[src/rtl/maxnet_iter_ctrl.sv]
// Control FSM for an iterative Maxnet competition over N neurons.
// Optional macro MAXNET_TIE_BREAK_EN: an all-zero step resolves to the lowest survivor of the previous step.
module maxnet_iter_ctrl #(
  parameter int N        = 4,
  parameter int MAX_ITER = 64,
  parameter int ITER_W   = 8,
  localparam int IDX_W   = (N > 1) ? $clog2(N) : 1
) (
  input  logic              clk,
  input  logic              rst_n,
  input  logic              start,
  input  logic [N-1:0]      nz,
  output logic              load_en,
  output logic              iter_en,
  output logic              busy,
  output logic              done,
  output logic [N-1:0]      winner_onehot,
  output logic [IDX_W-1:0]  winner_idx,
  output logic [ITER_W-1:0] iter_count,
  output logic              timeout,
  output logic              no_winner
);

  typedef enum logic [2:0] {
    S_IDLE  = 3'd0,
    S_LOAD  = 3'd1,
    S_CHECK = 3'd2,
    S_ITER  = 3'd3,
    S_DONE  = 3'd4
  } state_t;

  state_t            state_reg, state_next;
  logic [N-1:0]      onehot_reg, onehot_next;
  logic [IDX_W-1:0]  idx_reg, idx_next;
  logic [ITER_W-1:0] iter_reg, iter_next;
  logic              timeout_reg, timeout_next;
  logic              no_winner_reg, no_winner_next;
  logic              nz_zero, nz_single;

`ifdef MAXNET_TIE_BREAK_EN
  logic [N-1:0]      prev_nz_reg, prev_nz_next;
`endif

  function automatic logic [IDX_W-1:0] low_idx(input logic [N-1:0] v);
    logic [IDX_W-1:0] r;
    r = '0;
    for (int i = N - 1; i >= 0; i--) begin
      if (v[i]) r = IDX_W'(i);
    end
    return r;
  endfunction

  function automatic logic [N-1:0] low_bit(input logic [N-1:0] v);
    return v & (~v + N'(1));
  endfunction

  // Exactly one bit set iff clearing the lowest set bit leaves nothing.
  assign nz_zero   = (nz == '0);
  assign nz_single = !nz_zero && ((nz & (nz - N'(1))) == '0);

  always_ff @(posedge clk or negedge rst_n) begin
    if (!rst_n) begin
      state_reg     <= S_IDLE;
      onehot_reg    <= '0;
      idx_reg       <= '0;
      iter_reg      <= '0;
      timeout_reg   <= 1'b0;
      no_winner_reg <= 1'b0;
    end else begin
      state_reg     <= state_next;
      onehot_reg    <= onehot_next;
      idx_reg       <= idx_next;
      iter_reg      <= iter_next;
      timeout_reg   <= timeout_next;
      no_winner_reg <= no_winner_next;
    end
  end

`ifdef MAXNET_TIE_BREAK_EN
  always_ff @(posedge clk or negedge rst_n) begin
    if (!rst_n) begin
      prev_nz_reg <= '0;
    end else begin
      prev_nz_reg <= prev_nz_next;
    end
  end
`endif

  always_comb begin
    state_next     = state_reg;
    onehot_next    = onehot_reg;
    idx_next       = idx_reg;
    iter_next      = iter_reg;
    timeout_next   = timeout_reg;
    no_winner_next = no_winner_reg;
`ifdef MAXNET_TIE_BREAK_EN
    prev_nz_next   = prev_nz_reg;
`endif
    case (state_reg)
      S_IDLE: begin
        if (start) begin
          state_next     = S_LOAD;
          onehot_next    = '0;
          idx_next       = '0;
          iter_next      = '0;
          timeout_next   = 1'b0;
          no_winner_next = 1'b0;
        end
      end
      S_LOAD: state_next = S_CHECK;
      S_CHECK: begin
        // Winner outranks budget exhaustion in the same CHECK.
        if (nz_single) begin
          state_next  = S_DONE;
          onehot_next = nz;
          idx_next    = low_idx(nz);
        end else if (nz_zero) begin
          state_next = S_DONE;
`ifdef MAXNET_TIE_BREAK_EN
          if (iter_reg != '0) begin
            onehot_next    = low_bit(prev_nz_reg);
            idx_next       = low_idx(prev_nz_reg);
            no_winner_next = 1'b0;
          end else begin
            no_winner_next = 1'b1;
          end
`else
          no_winner_next = 1'b1;
`endif
        end else if (iter_reg == ITER_W'(MAX_ITER)) begin
          state_next   = S_DONE;
          timeout_next = 1'b1;
        end else begin
          state_next = S_ITER;
`ifdef MAXNET_TIE_BREAK_EN
          prev_nz_next = nz;
`endif
        end
      end
      S_ITER: begin
        state_next = S_CHECK;
        if (iter_reg != '1) iter_next = iter_reg + ITER_W'(1);
      end
      S_DONE:  state_next = S_IDLE;
      default: state_next = S_IDLE;
    endcase
  end

  assign load_en       = (state_reg == S_LOAD);
  assign iter_en       = (state_reg == S_ITER);
  assign busy          = (state_reg == S_LOAD) || (state_reg == S_CHECK) || (state_reg == S_ITER);
  assign done          = (state_reg == S_DONE);
  assign winner_onehot = onehot_reg;
  assign winner_idx    = idx_reg;
  assign iter_count    = iter_reg;
  assign timeout       = timeout_reg;
  assign no_winner     = no_winner_reg;

endmodule

[config.mk]
export PLATFORM = sky130hd
export DESIGN_NAME = maxnet_iter_ctrl
export DESIGN_NICKNAME = d
export VERILOG_FILES = /design/src/rtl/maxnet_iter_ctrl.sv
export SDC_FILE = /design/constraint.sdc
export NUM_CORES = 1
export LEC_CHECK = 0
export ABC_AREA = 1
export CAP_MARGIN = 20
export CORE_MARGIN = 5
export CORE_UTILIZATION = 50
export DETAILED_ROUTE_END_ITERATION = 7
export PLACE_DENSITY = 0.81
export REMOVE_ABC_BUFFERS = 1
export SLEW_MARGIN = 20
export SYNTH_ARGS = -nofsm -noshare
export SYNTH_HDL_FRONTEND = slang
export SYNTH_SLANG_ARGS = --single-unit
export TNS_END_PERCENT = 100
[constraint.sdc]
create_clock -name clk -period 3.7 [get_ports clk]
set_input_delay 0.925 -clock clk [delete_from_list [all_inputs] [get_ports clk]]
set_output_delay 0.925 -clock clk [all_outputs]
set_load 0.1 [all_outputs]
== After elaboration in Yosys (flattened, before gate mapping) ==
Cells that the tools add are included.
Operators by class
  $add $sub $neg: 2
  equal/unequal tests: 13
  muxes and demuxes: 26
  bitwise logic cells: 1
  reductions and logical operators: 14
Operators by type and width (number)
  $mux 8: 2
  $pmux 8 s2: 1
  $mux 2: 6
  $mux 3: 4
  $ne 2x2->1 const B: 6
  $pmux 3 s3: 1
  $add 8x1->8 const B: 1
  $eq 8x7->1 const B: 1
  $logic_not 4->1: 2
  $mux 4: 2
  $ne 8x8->1 const B: 1
  $pmux 4 s2: 1
  $eq 3x2->1 const B: 2
  $mux 1: 6
  $reduce_and 3->1: 2
  $reduce_and 5->1: 1
  $and 4x4->4: 1
  $pmux 1 s2: 2
  $pmux 2 s2: 1
  $reduce_and 4->1: 1
  $reduce_bool 2->1: 2
  $sub 4x1->4 const B: 1
  $eq 3x1->1 const B: 1
  $eq 3x3->1 const B: 1
  other kinds (6): 7
Storage, ports and cells
  register bits after elaboration: 19
  bits of input ports: 7
  output and inout bits: 20

== Logic depth before layout (Yosys ltp) ==
Gate-level depths: netlist of run 1.
  word-level depth: 6
  mapped depth: 9
  gate-level depth less buffers: 9

== Worst setup path after synthesis of run 1 ==
No wires, ideal clock.
  path type: register -> output
  from: register state_reg[1]
  to: output done
  data arrival time: 2513 ps
  path slack: 262 ps
  stages on the path, launching flop included: 2
  buffers on the path: 0
  cells stage by stage: dfrtp_1 nor3_1
On the way
  longest elaborated chain between the ends: 1
Ends and longest elaborated chain
  from (decl): RTL line 32  | state_t state_reg, state_next;
  from (signal assigned): RTL line 70  | state_reg <= state_next;
  $eq 3x3->1: RTL line 152  | assign done = (state_reg == S_DONE);
  to (decl): RTL line 16  | output logic done,
No other way between the ends.

== Worst setup path in the final report of run 1 ==
  from: register onehot_reg[0] (netlist: winner_onehot[0])
  to: output winner_onehot[0]
RTL lines
  from (decl): RTL line 33  | logic [N-1:0] onehot_reg, onehot_next;
  from (signal assigned): RTL line 71  | onehot_reg <= onehot_next;
  to (decl): RTL line 17  | output logic [N-1:0] winner_onehot,
No word-level cell between the ends.

==> results of run 1 <==
[worst min-delay path by stage]
stage | start | to | slack [ps]
final | timeout$_DFFE_PN0P_ | timeout$_DFFE_PN0P_ | 500
after global placement | timeout$_DFFE_PN0P_ | timeout$_DFFE_PN0P_ | 460
after floorplan | state_reg[0]$_DFFE_PN0P_ | state_reg[1]$_DFFE_PN0P_ | 590
after global routing | no_winner$_DFFE_PN0P_ | no_winner$_DFFE_PN0P_ | 520
after detailed placement | timeout$_DFFE_PN0P_ | timeout$_DFFE_PN0P_ | 470
after CTS | timeout$_DFFE_PN0P_ | timeout$_DFFE_PN0P_ | 500
[cell type report]
class	count	area (um^2)	area share, %
inverter	17	63.8	4.59
multi-input combinational	107	561	40.3
timing repair buffer	26	230	16.5
sequential	19	475	34.2
clock buffer	4	26.3	1.89
tap	28	35.0	2.52
[placed cells by master (no fill, tap or decap)]
cell,count
a31oi_1,1
dfrtp_1,19
inv_1,15
o21a_1,1
nor2_8,1
nand3b_1,1
nand3_4,1
nand4_1,3
nand2_1,45
xor2_1,1
nand2_2,2
nor2_1,9
xnor2_1,1
a21oi_1,2
inv_2,2
nand2_4,1
o21ai_1,1
nor3_1,3
nor2_2,3
or2_2,1
buf_4,12
clkbuf_4,3
o21ai_0,3
clkdlybuf4s50_1,14
nand3_1,21
clkbuf_1,1
o21ai_2,3
nand4_2,1
ha_1,2
[metal layers]
metal	part of all wire, %	track usage [%]
met1	43	21.8
met2	49	28.4
met3	6.4	2.71
met4	1.6	7.28
met5	0	0
[through the flow]
stage / instances / instance area, um^2
floorplan: 143 / 1100
global placement: 197 / 1370
detailed placement: 197 / 1370
CTS: 201 / 1390
global route: 201 / 1390
finish: 201 / 1390
[logic make-up (layout without fill, tap and decap cells)]
family          after synthesis  in the layout  synth area share (%)
simple gates                 92             92                  40.1
buf+inv                      19             47                  7.17
flops                        19             19                  42.6
fa+ha+maj                     2              2                  2.24
compound gates               11             11                  6.28
xor+xnor                      2              2                  1.57
[Yosys cell counts]
| cell type | number |
|---|---|
| xor2_1 | 1 |
| buf_2 | 1 |
| nand3_4 | 1 |
| inv_2 | 2 |
| o21a_1 | 1 |
| a21oi_1 | 2 |
| a31oi_1 | 1 |
| ha_1 | 2 |
| o21ai_2 | 3 |
| nor2_8 | 1 |
| nor2_2 | 3 |
| nor3_1 | 3 |
| buf_6 | 1 |
| nand2_1 | 45 |
| inv_1 | 15 |
| nand4_1 | 3 |
| nand4_2 | 1 |
| dfrtp_1 | 19 |
| nor2_1 | 9 |
| nand2_4 | 1 |
| nand2_2 | 2 |
| xnor2_1 | 1 |
| nand3_1 | 21 |
| nand3b_1 | 1 |
| o21ai_0 | 3 |
| o21ai_1 | 1 |
| or2_2 | 1 |
[power breakdown]
part,internal [mW],switching (mW)
registers,0.265,0.0598
logic,0.187,0.700
clock network,0.0420,0.0625
==> results.yml, run 1 <==
status:
  status: "complete, no violations"
run:
  max_cap_viol_count: 0
min_path:
  hold_path_class: "register to register"
  hold_depth: 2
clock_network:
  clk-insertion-delay-late_ps: 300
  root_buffer: "clkbuf_4"
  cts.clk_slew.worst_paths_ps: 100
  postCtsSetupRepairBufs: 0
  clockBufferDepth: 2
  cts_buffers: 3
  cts.sink_count: 19
  cts.repair.resized: 0
  cts_tree: "built"
  htreeDepth: 1
  ctsHoldBuffers: 0
pwr:
  peakVddDrop_mv: 0.665
  finalPower_mw: 1.32
  p_per_area_nw_per_um2: 946
  p_leak_nw: 0.713
setup_path:
  crit_type: "register to primary output"
  crit_chain: "clkdlybuf4s50_1"
  worst_path_max_delay_cell: "clkdlybuf4s50_1"
  path_max_fanout: 2
  cp.arrival_ps: 1820
  cp-endpoint: "winner_onehot[0]"
  rr_worst_depth: 7
  critPathLaunchType: "register"
  crit_cells: 1
  crit_family: "buffers and inverters"
  r2r_end: "iter_count[7]$_DFFE_PN0P_"
  max_stage_delay_ps: 1140
  crit_path_end_kind: "primary output"
  worst-path-buf-inv: 1
  r2r-start: "iter_count[1]$_DFFE_PN0P_"
  reg2reg_slack_ps: 2120
  required_ps: 2770
  startpoint: "winner_onehot[0]$_DFFE_PN0P_"
synthesis:
  synth_area_leaders: "dfrtp_1, nand2_1, nand3_1"
  synth_area_um2: 1120
  synth_cells: 145
  ys.warnings.count: 0
  ys_seq_elements: 19
  synth.distinct_cells: 27
  synth_top_area_cell: "dfrtp_1"
  ys_seq_area_share_pct: 42.6
  synth_top_cell_area_share_pct: 42.6
  syn_avg_cell_area_um2: 7.70
global_routing:
  track_usage_pct: 17.0
  grt_max_degree: 20
  antenna_found_initial: 0
  grt_pass1_wl_mm: 4.50
  grt_pass1_vias: 1052
  overflow: 0
timing:
  period_share_pct: 74.1
  slew_headroom_pct: 35.1
  worst_slack_ps: 958
  skew_ps: 1.70
  hold_viol: 0
  setup_violations: 0
  tightest_slew_ps: 970
  fin_tns_setup_ps: 0
  rsz0062_at_grt: "false"
  fin_hold_ws_ps: 499
  finalMaxSlewViolations: 0
  fmax_mhz: 365
  fin_crit_ps: 2740
route:
  drc_errors: 0
  ant_nets: 0
  first_iter_violations: 32
  via_per_inst: 5.33
  route.detailed.wl_per_inst_um: 12.5
  routed_wl_mm: 2.52
  dr.pass1.iters: 4
  vias: 1071
die:
  dieArea_um2: 3280
  die_width_um: 57.2
  die_h_um: 57.2
  core_area_um2: 2170
  row_count: 17
  start_util_pct: 51.4
  io_pins: 27
final_layout:
  drive_gt1_share_pct: 17.3
  largest_reg_flops: 8
  syn_to_final_growth_pct: 24.7
  diodes: 0
  final_util_pct: 64.1
  nets: 183
  fillers: 204
place:
  buffer_ports.inserted: 26
  place_ws_ps: 1300
  place_congestion: 0.828
  hpwl_mm: 1.94
Power figures use the tool's default switching activity.
==> run 2, diff against run 1 <==
--- a/config.mk
+++ b/config.mk
@@ -8,9 +8,9 @@
 export ABC_AREA = 1
 export CAP_MARGIN = 20
 export CORE_MARGIN = 5
-export CORE_UTILIZATION = 50
+export CORE_UTILIZATION = 44
 export DETAILED_ROUTE_END_ITERATION = 7
-export PLACE_DENSITY = 0.81
+export PLACE_DENSITY = 0.75
 export REMOVE_ABC_BUFFERS = 1
 export SLEW_MARGIN = 20
 export SYNTH_ARGS = -nofsm -noshare
==> constraint.sdc (replaced) <==
create_clock -name clk -period 2.3 [get_ports clk]
set_input_delay 0.575 -clock clk [delete_from_list [all_inputs] [get_ports clk]]
set_output_delay 0.575 -clock clk [all_outputs]
set_load 0.1 [all_outputs]
==> run 2 against run 1 <==
Utilization fell by 5.8 points. Global-route usage decreased by 1.0 points. Sequential cell count did not move. Power is 67% higher. Clock skew grew 2.5 ps. Critical path type unchanged. Die area grew 11%. Design area is 3.0% higher. Final cell count up 1.5%.
==> results.yml, run 2 (synthesized netlist as in run 1, its figures left out) <==
status:
  status: "complete, no violations"
final_layout:
  drive_gt1_share_pct: 23.0
  fillers: 228
  syn_to_final_growth_pct: 28.4
  fin_area_um2: 1430
  final_cell_mix: "nand2_1, nand3_1, dfrtp_1, buf_4, inv_1"
  final_common_cell: "nand2_1"
  largest_reg_flops: 8
  diodes: 0
  nets: 184
global_routing:
  track_usage_pct: 16.0
  antenna_found_initial: 0
  grt_max_degree: 20
  grt_pass1_wl_mm: 4.41
  grt_pass1_vias: 1019
  overflow: 0
route:
  first_iter_violations: 22
  dr.pass1.iters: 4
  vias: 1022
  route.detailed.wl_per_inst_um: 12.2
  routed_wl_mm: 2.48
  drc_errors: 0
  ant_nets: 0
  via_per_inst: 5.01
timing:
  fin_hold_ws_ps: 506
  skew_ps: 4.19
  setup_violations: 0
  period_share_pct: 82.8
  rsz0062_at_grt: "false"
  fin_tns_setup_ps: 0
  tightest_slew_ps: 338
  fmax_mhz: 525
  hold_viol: 0
  fin_crit_ps: 1910
  slew_headroom_pct: 77.3
  finalMaxSlewViolations: 0
  worst_slack_ps: 395
clock_network:
  cts.clk_slew.worst_paths_ps: 120
  clockBufferDepth: 2
  root_buffer: "clkbuf_4"
  cts.repair.resized: 0
  cts.sink_count: 19
  htreeDepth: 1
  ctsHoldBuffers: 0
  clk-insertion-delay-late_ps: 300
  postCtsSetupRepairBufs: 0
  cts_buffers: 3
  cts_tree: "built"
place:
  placed_area_um2: 1410
  hpwl_mm: 1.91
  place_ws_ps: 322
  place_congestion: 0.891
  buffer_ports.inserted: 26
pwr:
  p_per_area_nw_per_um2: 1540
  p_leak_nw: 0.749
  peakVddDrop_mv: 1.40
die:
  io_pins: 27
  row_count: 18
  die_h_um: 60.4
  dieArea_um2: 3640
  core_area_um2: 2450
  die_width_um: 60.4
  start_util_pct: 45.5
setup_path:
  cp.arrival_ps: 1330
  rr_worst_depth: 7
  crit_type: "register to primary output"
  required_ps: 1730
  critPathLaunchType: "register"
  crit_path_end_kind: "primary output"
  reg2reg_slack_ps: 720
  path_max_fanout: 4
min_path:
  hold_path_class: "register to register"
  hold_depth: 2
run:
  max_cap_viol_count: 0
-- run 2: final cells by class --
type	count	area (um^2)	area share [%]
repair buffers	27	268	18.7
clock buffers	3	22.5	1.57
well taps	30	37.5	2.62
flip-flops and latches	19	475	33.2
multi-input cells	107	561	39.1
clock inverters	1	5.00	0.349
inverters	17	63.8	4.45
-- run 2: final timing paths --
path                                            from                        end
setup / recovery            state_reg[0]$_DFFE_PN0P_                       busy
hold / removal                   timeout$_DFFE_PN0P_        timeout$_DFFE_PN0P_
setup reg to reg           iter_count[1]$_DFFE_PN0P_  iter_count[5]$_DFFE_PN0P_
hold reg to reg                  timeout$_DFFE_PN0P_        timeout$_DFFE_PN0P_
max in group asynchronous                      rst_n      no_winner$_DFFE_PN0P_
min in group asynchronous                      rst_n  winner_idx[0]$_DFFE_PN0P_
-- run 2: worst max-delay path: stages (launching register included) --
cell and delay (ps):
dfrtp_1 450, nor2_2 130, nand2_1 140, nand2_1 140, buf_12 180
-- run 2: layer usage --
metal | vias to the layer above | GRT usage [%] | part of all wire (%) | wire length [um]
met1 | 468 | 21.1 | 45 | 1130
met3 | 6 | 2.77 | 4.6 | 113
met5 | - | 0 | 0 | 0
met2 | 23 | 26.2 | 48 | 1200
met4 | 0 | 6.01 | 1.6 | 40
li1 | 525 | - | - | -
-- run 2: stage by stage --
step | utilization (%) | std cells | power [mW]
floorplan | - | 143 | 1.65
global placement | 57.2 | 200 | 2.02
CTS | 58.4 | 204 | 2.22
detailed placement | 57.2 | 200 | 2.04
finish | 58.4 | 204 | 2.20
global route | 58.4 | 204 | 2.32
-- run 2: power breakdown --
part | switching [mW] | internal, mW | total [mW] | leakage, nW
sequential | 0.0971 | 0.426 | 0.523 | 0.257
clock | 0.109 | 0.0648 | 0.174 | 0.0177
combinational | 1.14 | 0.365 | 1.50 | 0.475
==> run 3, diff against run 2 <==
--- a/config.mk
+++ b/config.mk
@@ -8,9 +8,9 @@
 export ABC_AREA = 1
 export CAP_MARGIN = 20
 export CORE_MARGIN = 5
-export CORE_UTILIZATION = 44
+export CORE_UTILIZATION = 48
 export DETAILED_ROUTE_END_ITERATION = 7
-export PLACE_DENSITY = 0.75
+export PLACE_DENSITY = 0.78
 export REMOVE_ABC_BUFFERS = 1
 export SLEW_MARGIN = 20
 export SYNTH_ARGS = -nofsm -noshare
==> constraint.sdc (replaced) <==
create_clock -name clk -period 1.85 [get_ports clk]
set_input_delay 0.4625 -clock clk [delete_from_list [all_inputs] [get_ports clk]]
set_output_delay 0.4625 -clock clk [all_outputs]
set_load 0.1 [all_outputs]
==> run 3 against run 2 <==
Register-to-register slack got worse by 480 ps. Clock skew decreased by 3.1 ps. First-iteration DRC count decreased by 23%. Highest routed layer unchanged. Sequential cell count unchanged. Largest cell class unchanged. Critical endpoint is now done. Power increased by 37%.
==> results.yml, run 3 (synthesized netlist as in run 1, its figures left out) <==
status:
  status: "complete, no violations"
global_routing:
  track_usage_pct: 17.5
  antenna_found_initial: 0
  grt_pass1_wl_mm: 4.60
  overflow: 0
  grt_max_degree: 20
  grt_pass1_vias: 1119
route:
  route.detailed.wl_per_inst_um: 12.8
  first_iter_violations: 17
  dr.pass1.iters: 4
  routed_wl_mm: 2.62
  via_per_inst: 5.20
  drc_errors: 0
  vias: 1065
  ant_nets: 0
timing:
  tightest_slew_ps: 329
  fin_hold_ws_ps: 480
  hold_viol: 0
  rsz0062_at_grt: "true"
  fin_crit_ps: 1790
  period_share_pct: 96.8
  fmax_mhz: 558
  skew_ps: 1.10
  finalMaxSlewViolations: 0
  slew_headroom_pct: 77.9
  setup_violations: 0
  worst_slack_ps: 58.7
die:
  dieArea_um2: 3390
  io_pins: 27
  start_util_pct: 50.5
  die_h_um: 58.2
  row_count: 17
  die_width_um: 58.2
  core_area_um2: 2210
run:
  max_cap_viol_count: 0
clock_network:
  clockBufferDepth: 2
  cts_tree: "built"
  clk-insertion-delay-late_ps: 300
  htreeDepth: 1
  cts_buffers: 3
  cts.clk_slew.worst_paths_ps: 100
  root_buffer: "clkbuf_4"
  cts.sink_count: 19
final_layout:
  drive_gt1_share_pct: 24.3
  nets: 187
  syn_to_final_growth_pct: 48.2
  final_cell_mix: "nand2_1, nand3_1, buf_12, dfrtp_1, inv_1"
  largest_reg_flops: 8
  final_common_cell: "nand2_1"
  diodes: 0
setup_path:
  cp.arrival_ps: 1330
  crit_path_end_kind: "primary output"
  reg2reg_slack_ps: 240
  path_max_fanout: 6
  crit_type: "register to primary output"
  critPathLaunchType: "register"
  required_ps: 1390
place:
  place_congestion: 0.950
  hpwl_mm: 2.07
  buffer_ports.inserted: 26
  place_ws_ps: -39.9
pwr:
  p_per_area_nw_per_um2: 1830
  p_leak_nw: 0.808
  peakVddDrop_mv: 1.36
  finalPower_mw: 3.02
min_path:
  hold_path_class: "input pin to async pin"
## run 3: cell count changes in the layout (fill, tap and decap cells not counted)
cell | before | now
buf_12 | 4 | 20
buf_4 | 17 | 4
clkbuf_1 | 0 | 1
clkinv_2 | 1 | 0
nand2_1 | 45 | 44
nand2_2 | 2 | 3
## run 3: worst paths after layout
check	cells after the start	end	from
max	2	done	state_reg[1]$_DFFE_PN0P_
min	2	iter_count[1]$_DFFE_PN0P_	rst_n
max reg2reg	7	iter_count[0]$_DFFE_PN0P_	iter_count[1]$_DFFE_PN0P_
min reg2reg	2	timeout$_DFFE_PN0P_	timeout$_DFFE_PN0P_
max in group asynchronous	2	iter_count[0]$_DFFE_PN0P_	rst_n
min in group clk	2	timeout$_DFFE_PN0P_	timeout$_DFFE_PN0P_
## run 3: routing by layer
layer	wire length, um	global-route usage (%)	up-vias
met2	1300	29.4	34
li1	-	-	530
met1	1110	21.2	490
met3	139	3.56	11
met4	77	8.94	0
met5	0	0	-
## run 3: per-stage QoR
stage / setup TNS, ps / instance area [um^2] / std cells / utilization (%)
final: 0 / 1650 / 205 / 74.8
after global routing: -27.4 / 1650 / 205 / 74.8
after CTS: 0 / 1650 / 205 / 74.7
after detailed placement: -189 / 1630 / 201 / 73.5
after global placement: 0 / 1630 / 201 / 73.5
after floorplan: -3960 / 1100 / 143 / -
## run 3: where the power goes
part	internal [mW]	total, mW	switching, mW
Clock	0.0842	0.214	0.130
Combinational	0.675	2.10	1.43
Sequential	0.530	0.704	0.174
Total	1.29	3.02	1.73
## run 3: layout make-up
type,count,area [um^2]
Clock buffer,4,26.3
Sequential cell,19,475
Tap cell,28,35.0
Timing Repair Buffer,30,490
Inverter,17,63.8
Fill cell,155,558
Multi-Input combinational cell,107,563
## run 3: worst max-delay path, cell delays in order (launching register included)
cell	delay, ps
dfrtp_1	470
nor3_1	330
buf_12	220
## run 3: timing repair
item,in CTS,in global routing
hold buffers,0,0
hold endpoints to repair,0,0
resized for setup,0,1
endpoints found under the setup margin,0,2
buffers inserted,0,0
